## config.mk

```make
export PLATFORM = sky130hd
export DESIGN_NAME = module_codificador_hamming_tx
export DESIGN_NICKNAME = d
export VERILOG_FILES = /design/src/rtl/module_codificador_hamming_tx.sv
export SDC_FILE = /design/constraint.sdc
export NUM_CORES = 1
export LEC_CHECK = 0
export BUFFER_PORTS_ARGS = -buffer_cell sky130_fd_sc_hd__buf_2
export CORE_MARGIN = 5
export CORE_UTILIZATION = 50
export DETAILED_ROUTE_END_ITERATION = 7
export PLACE_DENSITY = 0.72
export SETUP_SLACK_MARGIN = 0.3
export SLEW_MARGIN = 5
export SYNTH_ARGS = -nofsm -noshare
export SYNTH_HDL_FRONTEND = slang
export SYNTH_SLANG_ARGS = --single-unit
```

## constraint.sdc

```tcl
create_clock -name clk -period 2.1 [get_ports clk]
set_input_delay 0.42 -clock clk [delete_from_list [all_inputs] [get_ports clk]]
set_output_delay 0.42 -clock clk [all_outputs]
set_load 0.005 [all_outputs]
```

## src/rtl/module_codificador_hamming_tx.sv

```systemverilog
// module_codificador_hamming_tx
// Transmit end of the Hamming SECDED link. This block takes in a 4-bit data
// nibble through a valid/ready handshake. It encodes the nibble into an 8-bit
// SECDED codeword and can XOR an error-injection mask into that codeword. It
// then sends the codeword on one serial wire as a frame: a start bit (0), the
// 8 codeword bits LSB first, and a stop bit (1). Each bit lasts BAUD_DIV clocks.
//
// Ports:
//   clk                 system clock, rising edge
//   rst_n               asynchronous active-low reset
//   datos_in[3:0]       data nibble d[3:0], sampled only at accept
//   valid_in            datos_in / mascara_error are valid
//   mascara_error[7:0]  error-injection mask, XORed into the codeword at accept
//   ready_out           block can accept a word (high only in IDLE)
//   palabra_codificada  registered transmitted codeword (after injection)
//   tx_serial           serial line, idles high
//   busy                a frame is in progress
//   done                one-cycle pulse in the cycle the FSM returns to IDLE
module module_codificador_hamming_tx #(
  parameter int BAUD_DIV = 4
) (
  input  logic       clk,
  input  logic       rst_n,
  input  logic [3:0] datos_in,
  input  logic       valid_in,
  input  logic [7:0] mascara_error,
  output logic       ready_out,
  output logic [7:0] palabra_codificada,
  output logic       tx_serial,
  output logic       busy,
  output logic       done
);

  // BAUD_DIV=1 would give a zero-width counter, so keep at least one bit.
  localparam int CW = (BAUD_DIV > 1) ? $clog2(BAUD_DIV) : 1;
  localparam logic [CW-1:0] CNT_LAST = CW'(BAUD_DIV - 1);

  typedef enum logic [1:0] {
    IDLE,
    START,
    DATA,
    STOP
  } state_t;

  state_t        state_q, state_d;
  logic [CW-1:0] cnt_q, cnt_d;
  logic [2:0]    idx_q, idx_d;
  logic          tx_q, tx_d;
  logic          done_q, done_d;
  logic [7:0]    word_q, word_d;

  logic          bit_wrap;
  logic [2:0]    idx_inc;

  // SECDED encoder. Bit index is the Hamming position minus 1. The overall
  // parity bit p0 sits in b7 and gives even parity over the whole byte.
  function automatic logic [7:0] encode(input logic [3:0] d);
    logic [7:0] c;
    c[0] = d[0] ^ d[1] ^ d[3];
    c[1] = d[0] ^ d[2] ^ d[3];
    c[2] = d[0];
    c[3] = d[1] ^ d[2] ^ d[3];
    c[4] = d[1];
    c[5] = d[2];
    c[6] = d[3];
    c[7] = ^c[6:0];
    return c;
  endfunction

  assign bit_wrap = (cnt_q == CNT_LAST);
  assign idx_inc  = idx_q + 3'd1;

  // Next-state logic. tx_d is worked out together with the state, so the line
  // level changes on the same edge as the state transition. The baud counter
  // goes back to zero on every bit boundary, so the first cycle of every bit
  // always sees a count of 0. The exception is a wrap in STOP: there the
  // counter stays at 0 and the state goes to IDLE. That is also why BAUD_DIV=1
  // works with no special case: bit_wrap is then true on every cycle.
  always_comb begin
    state_d = state_q;
    cnt_d   = cnt_q;
    idx_d   = idx_q;
    tx_d    = tx_q;
    done_d  = 1'b0;
    word_d  = word_q;

    case (state_q)
      IDLE: begin
        tx_d = 1'b1;
        if (valid_in) begin
          word_d  = encode(datos_in) ^ mascara_error;
          state_d = START;
          cnt_d   = '0;
          idx_d   = 3'd0;
          tx_d    = 1'b0;
        end
      end
      START: begin
        if (bit_wrap) begin
          cnt_d   = '0;
          idx_d   = 3'd0;
          state_d = DATA;
          tx_d    = word_q[0];
        end else begin
          cnt_d = cnt_q + CW'(1);
        end
      end
      DATA: begin
        if (bit_wrap) begin
          cnt_d = '0;
          if (idx_q == 3'd7) begin
            state_d = STOP;
            tx_d    = 1'b1;
          end else begin
            idx_d = idx_inc;
            tx_d  = word_q[idx_inc];
          end
        end else begin
          cnt_d = cnt_q + CW'(1);
        end
      end
      STOP: begin
        if (bit_wrap) begin
          cnt_d   = '0;
          state_d = IDLE;
          done_d  = 1'b1;
          tx_d    = 1'b1;
        end else begin
          cnt_d = cnt_q + CW'(1);
        end
      end
      default: begin
        state_d = IDLE;
        cnt_d   = '0;
        idx_d   = 3'd0;
        tx_d    = 1'b1;
      end
    endcase
  end

  // State and datapath registers. Reset drives the line to its idle-high
  // level, so asserting reset in the middle of a frame never pulls it low.
  always_ff @(posedge clk or negedge rst_n) begin
    if (!rst_n) begin
      state_q <= IDLE;
      cnt_q   <= '0;
      idx_q   <= 3'd0;
      tx_q    <= 1'b1;
      done_q  <= 1'b0;
      word_q  <= 8'h00;
    end else begin
      state_q <= state_d;
      cnt_q   <= cnt_d;
      idx_q   <= idx_d;
      tx_q    <= tx_d;
      done_q  <= done_d;
      word_q  <= word_d;
    end
  end

  assign ready_out          = (state_q == IDLE);
  assign busy               = (state_q != IDLE);
  assign done               = done_q;
  assign tx_serial          = tx_q;
  assign palabra_codificada = word_q;

endmodule
```

==> flow_summary.toml, run 1 <==
[final_layout]
final_common_cell = "buf_2"
diodes = 0
drive_gt1_frac = 0.328
syn_to_final_growth_pct = 14.9
final_net_count = 152
final_cell_mix = "26 x buf_2, 15 x dfrtp_1, 14 x xnor2_1"
final_cell_count_no_fill = 156

[global_route]
grt_usage = 0.135
first_global_vias = 814
grt_max_degree = 18
grt_pass1_wl_um = 3490
globalRoute.totalOverflow = 0
antenna_found_initial = 0

[clock_network]
cts_root_buf = "clkbuf_4"
clock_sinks = 17
cts_buffers = 3
cts_max_level = 1
cts_buffer_depth = 2
cts_tree = "built"
clk_latency_ns = 0.29
clkTransAtPathRegs_ns = 0.10

[sta]
skew_ns = 0.00542
slew_viol_final = 0
rsz0062_at_grt = "true"
setup_viol = 0
period_share = 0.828
worst_pin_slew_ns = 0.380
hold_violations = 0
fin_setup_tns_ns = 0
period_minus_slack_ns = 1.74
max_freq_mhz = 575
slew_headroom = 0.747

[placed_design]
place_inst = 152
post-dp-hpwl_um = 1610
numPortBuffers = 26
gp_congestion = 0.788

[flow_run]
max_cap_viol_count = 0

[route]
vias = 824
wire_per_inst_um = 13.0
drtPass1Iterations = 6
routed_wl_um = 2020
vias_per_cell = 5.28
postRouteAntennaNets = 0
drc_errors = 0
drt_iter0_markers = 12

[worst_setup_path]
r2r_end = "state_q[1]"
path_max_fanout = 5
critPathRequiredTime_ns = 1.68
cp-start-kind = "flop"
end_kind = "output pin"
crit_arrival_ns = 1.32
rrSetupSlack_ns = 0.36
regToRegStartpoint = "state_q[0]"
crit_type = "flop to output pin"
r2r_cells = 6

[power_and_ir_drop]
finalPower_mw = 1.74
leakage_nw = 0.567
power.density_nw_per_um2 = 1390
ir_drop_v = 0.000815

[yosys]
yosys_warnings = 0
synth_flop_cell = "dfrtp_1"
async_reset_ff_frac = 1.00
syn-cell-area_um2 = 1090
synth_edf_count = 0
syn_avg_cell_area_um2 = 10.7
synthCells = 102
synth_fp_nets = 125
yosysSeqAreaShare = 0.391
ys_types = 37
ys_ff_latch = 17

[run_status]
status = "complete, no violations"

[floorplan]
die_w_um = 56.7
io_pins = 27
initial_utilization = 0.508
std_cell_rows = 17
die_area_um2 = 3220
fp.coreArea_um2 = 2150
die_h_um = 56.7

[min_path]
hold_class = "input pin to async pin"
## worst max-delay path: stages (launching register included)
cell     delay (ns)
dfrtp_1        0.44
inv_1          0.12
ha_1           0.26
inv_1          0.08
buf_2          0.13
## power breakdown
part / total [mW] / internal (mW) / switching [mW]
registers: 0.606 / 0.483 / 0.123
clock network: 0.177 / 0.0739 / 0.103
logic: 0.961 / 0.478 / 0.483
## per-layer routing
| layer | track usage | wire (um) |
|---|---|---|
| met1 | 0.172 | 890 |
| met4 | 0.0610 | 39 |
| met3 | 0.0161 | 132 |
| met5 | 0 | 0 |
| met2 | 0.226 | 959 |
## synth_stat cells, types with 2 or more instances
| cell type | number | area (um^2) |
|---|---|---|
| a21oi_1 | 9 | 45.0 |
| buf_6 | 2 | 22.5 |
| dfrtp_1 | 16 | 400 |
| ha_1 | 8 | 100 |
| inv_1 | 4 | 15.0 |
| mux2i_1 | 5 | 50.1 |
| nand2_1 | 2 | 7.51 |
| nand3_1 | 2 | 10.0 |
| nand4_1 | 2 | 12.5 |
| nor2_1 | 10 | 37.5 |
| nor2b_1 | 2 | 12.5 |
| o21ai_0 | 2 | 10.0 |
| xnor2_1 | 14 | 123 |
## cell type report
type,count,area (um^2)
Inverter,4,15.0
Sequential cell,17,428
Clock buffer,4,26.3
Fill cell,180,895
Multi-Input combinational cell,77,619
Tap cell,28,35.0
Timing Repair Buffer,26,130
## flip-flops by register name, summed over array words and instances, names as in the netlist
name                count
palabra_codificada      8
idx_q                   3
cnt_q                   2
state_q                 2
done                    1
tx_serial               1
## cell families after synthesis
family,count (synthesis),share of synthesized area
buffers and inverters,8,0.0436
muxes,7,0.0700
DFF,17,0.391
xor gates and xnor gates,14,0.112
AOI/OAI and AO/OA,23,0.159
and+or+nand+nor,25,0.132
adders and majority gates,8,0.0917
## repair_timing
| item | 4_1_cts | 5_1_grt |
|---|---|---|
| hold buffers | 0 | 0 |
| setup buffers | 0 | 0 |
| endpoints found under the hold margin | 0 | 0 |
| setup endpoints to repair | 1 | 4 |
| resized for setup | 1 | 1 |
| pin swaps | 0 | 0 |
## worst max-delay path by stage
stage                from    endpoint  slack [ns]  cells past startpoint
2_1_floorplan  state_q[0]  state_q[1]        0.45                      7
5_1_grt        state_q[0]  state_q[1]        0.27                      6
6_report       state_q[1]        busy        0.36                      4
4_1_cts        state_q[0]        busy        0.36                      4
3_5_place_dp   state_q[0]  state_q[1]        0.26                      6
3_3_place_gp   state_q[0]  state_q[1]        0.34                      6
## stage by stage
stage / utilization / area (um^2) / hold slack [ns] / worst slack, ns
3_3_place_gp: 0.570 / 1220 / 0.360 / 0.338
4_1_cts: 0.583 / 1250 / 0.0319 / 0.358
3_5_place_dp: 0.570 / 1220 / 0.362 / 0.259
5_1_grt: 0.584 / 1250 / 0.0593 / 0.274
6_report: 0.584 / 1250 / 0.0281 / 0.362
2_1_floorplan: - / 1090 / 0.124 / 0.450
Power figures use the tool's default switching activity.
==> run 2: changes to the inputs <==
ABC_AREA = 1   (was unset)
clock period = 1.7 ns   (was 2.1 ns; I/O delays follow)
==> run 2 against run 1 <==
- global-route usage up 3.5 points
- routed wire length rose by 24%
- total power increased by 46%
- worst setup slack got worse by 0.18 ns
- highest routed layer unchanged
- design area is 15% higher
- sequential power increased by 21%
- cell count rose by 24%
- clock-buffer cell count did not move
- synthesized cell count up 27%
- first-iteration DRC count rose by 67%
==> flow_summary.toml, run 2 <==
[global_route]
grt_usage = 0.170
antenna_found_initial = 0
globalRoute.totalOverflow = 0
first_global_vias = 1002
grt_max_degree = 18
grt_pass1_wl_um = 4320

[min_path]
hold_class = "input pin to flop"
whs_endpoint = "tx_serial"
hold_start = "valid_in"
whs_path_depth = 4

[floorplan]
initial_utilization = 0.534
fp.coreArea_um2 = 2000
die_h_um = 56.3
die_area_um2 = 3160
io_pins = 27
die_w_um = 56.3
std_cell_rows = 16

[yosys]
yosys_warnings = 0
synth_edf_count = 0
yosysSeqAreaShare = 0.399
ys_ff_latch = 17
synth_fp_nets = 153
synth_most_common_cell = "nand2_1"
synthCells = 130
synth_top_area_cell = "dfrtp_1"
ys_types = 24
synth_common_cells = "34 x nand2_1, 16 x dfrtp_1, 15 x inv_1"
synth_top_cell_area_share = 0.374
synth_flop_cell = "dfrtp_1"
ys_top_cells_by_area = "dfrtp_1 37%, nand2_1 12%, ha_1 9.4%"
async_reset_ff_frac = 1.00
syn_avg_cell_area_um2 = 8.23
syn-cell-area_um2 = 1070

[sta]
fin_setup_tns_ns = 0
period_share = 0.896
timing.final.ws_setup_ns = 0.177
slew_viol_final = 0
period_minus_slack_ns = 1.52
setup_viol = 0
hold_violations = 0
slew_headroom = 0.728
rsz0062_at_grt = "true"
worst_pin_slew_ns = 0.407
skew_ns = 0.00146
max_freq_mhz = 657

[final_layout]
final_area_um2 = 1440
final_net_count = 191
final_common_cell = "nand2_1"
diodes = 0
drive_gt1_frac = 0.353
largest_reg_flops = 8
fill_cells = 158
final_cell_mix = "34 x nand2_1, 25 x buf_2, 15 x dfrtp_1"
final_cell_count_no_fill = 194
syn_to_final_growth_pct = 34.3

[power_and_ir_drop]
p_switching_mw = 1.13
clock_power_share = 0.085
power.share.sequential = 0.289
intPower_mw = 1.42
leakage_nw = 0.706
ir_drop_v = 0.00111
comb_power_share = 0.626
power.density_nw_per_um2 = 1770
swShare = 0.443

[worst_setup_path]
path_buf_inv = 2
crit_family = "flip-flops"
r2r_end = "state_q[0]"
worst_path_max_delay_cell = "dfrtp_1"
path_max_fanout = 4
path_cells = "buf_4, ha_2, inv_2, a31oi_4, nor3_4, o21ai_1, o21ai_1"
crit_top_cell = "o21ai_1"
rrSetupSlack_ns = 0.18
crit_arrival_ns = 1.74
end_kind = "flop"
r2r_cells = 7
cp-start-kind = "flop"
critPathRequiredTime_ns = 1.92
regToRegStartpoint = "state_q[0]"
cp_slowest_stage_delay_ns = 0.42
crit_type = "flop to flop"

[route]
drt_iter0_markers = 20
drtPass1Iterations = 4
routed_wl_um = 2500
vias_per_cell = 5.05
wire_per_inst_um = 12.9
postRouteAntennaNets = 0
drc_errors = 0
vias = 979

[clock_network]
cts_root_buf = "clkbuf_4"
cts_max_level = 1
cts_buffers = 3
clock_sinks = 17
cts_buffer_depth = 2
clkTransAtPathRegs_ns = 0.10
cts_tree = "built"
clk_latency_ns = 0.29

[placed_design]
pre_cts_ws_ns = 0.164
post-dp-hpwl_um = 1850
numPortBuffers = 26
gp_congestion = 0.797
place_inst = 181
dpl_cell_area_um2 = 1240

[flow_run]
max_cap_viol_count = 0

[run_status]
status = "complete, no violations"
-- run 2: final cells by class --
type | instances | area (um^2) | share of cell area
Sequential cell | 17 | 428 | 0.298
Inverter | 18 | 77.6 | 0.0540
Timing Repair Buffer | 35 | 206 | 0.144
Multi-Input combinational cell | 93 | 664 | 0.463
Clock buffer | 4 | 26.3 | 0.0183
Tap cell | 27 | 33.8 | 0.0235
-- run 2: worst reg2reg max path: stages (launching register included) --
cell and delay [ns]:
dfrtp_1 0.42, buf_4 0.17, ha_2 0.19, inv_2 0.08, a31oi_4 0.11, nor3_4 0.26, o21ai_1 0.12, o21ai_1 0.11
-- run 2: power by group through the flow --
stage	clock network [mW]	logic, mW	registers (mW)
4_1_cts	0.225	1.49	0.722
5_1_grt	0.251	1.78	0.760
3_3_place_gp	0	1.13	0.738
2_1_floorplan	0	0.842	0.723
3_5_place_dp	0	1.17	0.744
6_report	0.216	1.59	0.734
-- run 2: cells by family after synthesis --
| logic type | share of synthesized area |
|---|---|
| xor gates and xnor gates | 0.0983 |
| AOI/OAI and AO/OA | 0.0866 |
| DFF | 0.399 |
| and+or+nand+nor | 0.251 |
| buffers and inverters | 0.0713 |
| adders and majority gates | 0.0936 |
-- run 2: per-layer routing --
layer / vias to the layer above / global-route usage / wire length (um)
met3: 5 / 0.0298 / 99
li1: 499 / - / -
met1: 451 / 0.221 / 1110
met2: 24 / 0.287 / 1270
met4: 0 / 0.0508 / 27
met5: - / 0 / 0
-- run 2: repair_timing --
item | CTS | global route
resized for setup | 19 | 4
setup buffers | 6 | 2
pin swaps | 6 | 1
hold buffers | 1 | 0
hold endpoints to repair | 16 | 0
setup endpoints to repair | 17 | 15
-- run 2: through the flow --
step                      total power [mW]  utilization  hold WS [ns]
after global placement                1.87        0.621         0.280
final                                 2.54        0.718         0.324
after floorplan                       1.57            -        0.0444
after detailed placement              1.92        0.621         0.279
after global routing                  2.80        0.718         0.325
after CTS                             2.43        0.694         0.320
-- run 2: how the worst max path moves through the flow --
stage,from,slack [ns],depth (start not counted),end
2_1_floorplan,state_q[0],0.31,8,idx_q[0]
3_3_place_gp,idx_q[0],0.21,7,idx_q[2]
3_5_place_dp,idx_q[0],0.16,7,idx_q[2]
4_1_cts,state_q[0],0.24,4,busy
5_1_grt,state_q[0],0.13,7,state_q[0]
6_report,state_q[0],0.18,7,state_q[0]
==> run 3: changes to the inputs <==
BUFFER_PORTS_ARGS = -buffer_cell sky130_fd_sc_hd__buf_4   (was -buffer_cell sky130_fd_sc_hd__buf_2)
TNS_END_PERCENT = 5   (was unset)
==> run 3 against run 2 <==
- the run now ends with DRC left
- critical path depth did not move
- worst hold slack got worse by 0.0054 ns
- combinational power barely moved
- sequential share of layout area decreased by 0.82 points
- worst setup slack improved by 0.017 ns
- cell count rose by 1.0%
- total power is 0.53% higher
- highest routed layer unchanged
- critical path type unchanged
- design area increased by 3.1%
- utilization up 2.2 points
==> flow_summary.toml, run 3 (synthesis gave the netlist of run 2 again) <==
[power_and_ir_drop]
power.share.sequential = 0.297
p_switching_mw = 1.10
comb_power_share = 0.617
leakage_nw = 0.728
power.density_nw_per_um2 = 1730
clock_power_share = 0.086
swShare = 0.430
ir_drop_v = 0.00109
intPower_mw = 1.46

[global_route]
globalRoute.totalOverflow = 0
grt_usage = 0.164
grt_pass1_wl_um = 4150
grt_max_degree = 18
antenna_found_initial = 0
first_global_vias = 965

[worst_setup_path]
critPathRequiredTime_ns = 1.92
cp_slowest_stage_delay_ns = 0.46
path_max_fanout = 3
path_cells = "ha_1, inv_1, a31oi_2, nor3_2, buf_4, nand2_1, o21ai_1"
crit_type = "flop to flop"
end_kind = "flop"
crit_arrival_ns = 1.72
worst_path_max_delay_cell = "dfrtp_2"
cp-start-kind = "flop"

[clock_network]
clock_sinks = 17
cts_root_buf = "clkbuf_4"
clkTransAtPathRegs_ns = 0.10
cts_buffers = 3
clk_latency_ns = 0.29
cts_buffer_depth = 2
cts_tree = "built"
cts_max_level = 1

[placed_design]
post-dp-hpwl_um = 1820
numPortBuffers = 26
pre_cts_ws_ns = 0.162
gp_congestion = 0.748

[sta]
slew_viol_final = 0
period_share = 0.886
max_freq_mhz = 664
setup_viol = 0
rsz0062_at_grt = "true"
skew_ns = 0.00402
period_minus_slack_ns = 1.51
slew_headroom = 0.744
timing.final.ws_setup_ns = 0.194
hold_violations = 0
fin_setup_tns_ns = 0
worst_pin_slew_ns = 0.382

[route]
drc_errors = 2
routed_wl_um = 2610
wire_per_inst_um = 13.3
drt_iter0_markers = 14
vias = 947
postRouteAntennaNets = 0
drtPass1Iterations = 6
vias_per_cell = 4.83

[final_layout]
fin_util = 0.740
final_cell_mix = "35 x buf_4, 34 x nand2_1, 14 x dfrtp_1"
final_common_cell = "buf_4"
largest_reg_flops = 8
syn_to_final_growth_pct = 38.5
drive_gt1_frac = 0.349
fill_cells = 173
final_net_count = 193
diodes = 0

[min_path]
hold_class = "input pin to flop"

[run_status]
violations = "DRC"
status = "finished with violations"

[floorplan]
fp.coreArea_um2 = 2000
std_cell_rows = 16
die_area_um2 = 3160
die_h_um = 56.3
die_w_um = 56.3
io_pins = 27
initial_utilization = 0.534

[flow_run]
max_cap_viol_count = 0
## run 3: changes by cell type in the layout (fill, tap and decap cells not counted), sizes merged
cell and change:
buf +2
## run 3: final cells by class
| type | instances | area, um^2 | share of cell area |
|---|---|---|---|
| timing repair buffer | 37 | 284 | 0.192 |
| clock buffer | 4 | 26.3 | 0.0177 |
| tap | 27 | 33.8 | 0.0228 |
| multi-input combinational | 93 | 636 | 0.429 |
| inverter | 18 | 72.6 | 0.0490 |
| sequential | 17 | 429 | 0.290 |
## run 3: per-stage QoR
stage                     hold slack (ns)  std cells  total power [mW]  area, um^2
after global routing                0.335        196              2.80        1480
after global placement              0.213        181              1.96        1310
final                               0.319        196              2.56        1480
after floorplan                    0.0444        130              1.57        1090
after detailed placement            0.219        181              2.00        1310
after CTS                           0.312        189              2.37        1390
## run 3: what timing repair did
item | CTS | global route
setup buffers | 3 | 7
gates resized for setup | 8 | 7
endpoints found under the setup margin | 15 | 17
hold buffers | 1 | 0
pin swaps | 3 | 5
hold endpoints to repair | 16 | 0
cloned | 0 | 0
## run 3: path summary, 6_finish.rpt
check | start | endpoint | slack (ns) | cells past startpoint
max | state_q[1] | state_q[1] | 0.19 | 7
min | mascara_error[4] | palabra_codificada[4] | 0.32 | 3
max reg2reg | state_q[1] | state_q[1] | 0.19 | 7
min reg2reg | tx_serial | tx_serial | 0.47 | 2
max in group asynchronous | rst_n | tx_serial | 1.01 | 2
min in group asynchronous | rst_n | palabra_codificada[4] | 0.43 | 2
## run 3: critical path: cells and delay by family (launching register included)
family	cells	cell delay, ns
flip-flops	1	0.46
AND/OR/NAND/NOR	2	0.29
buffers and inverters	2	0.27
adder cells (fa/ha/maj)	1	0.22
AO/OA/AOI/OAI	2	0.19
## run 3: layer usage
layer  global-route usage  part of all wire
met5                    0                 0
met4               0.0508             0.011
met3               0.0298             0.035
met2                0.275              0.52
met1                0.212              0.43
## run 3: power by group through the flow
| stage | registers, mW | clock network [mW] | logic (mW) |
|---|---|---|---|
| floorplan | 0.723 | 0 | 0.842 |
| global placement | 0.745 | 0 | 1.22 |
| detailed placement | 0.752 | 0 | 1.25 |
| CTS | 0.749 | 0.227 | 1.39 |
| global route | 0.782 | 0.248 | 1.77 |
| finish | 0.760 | 0.219 | 1.58 |
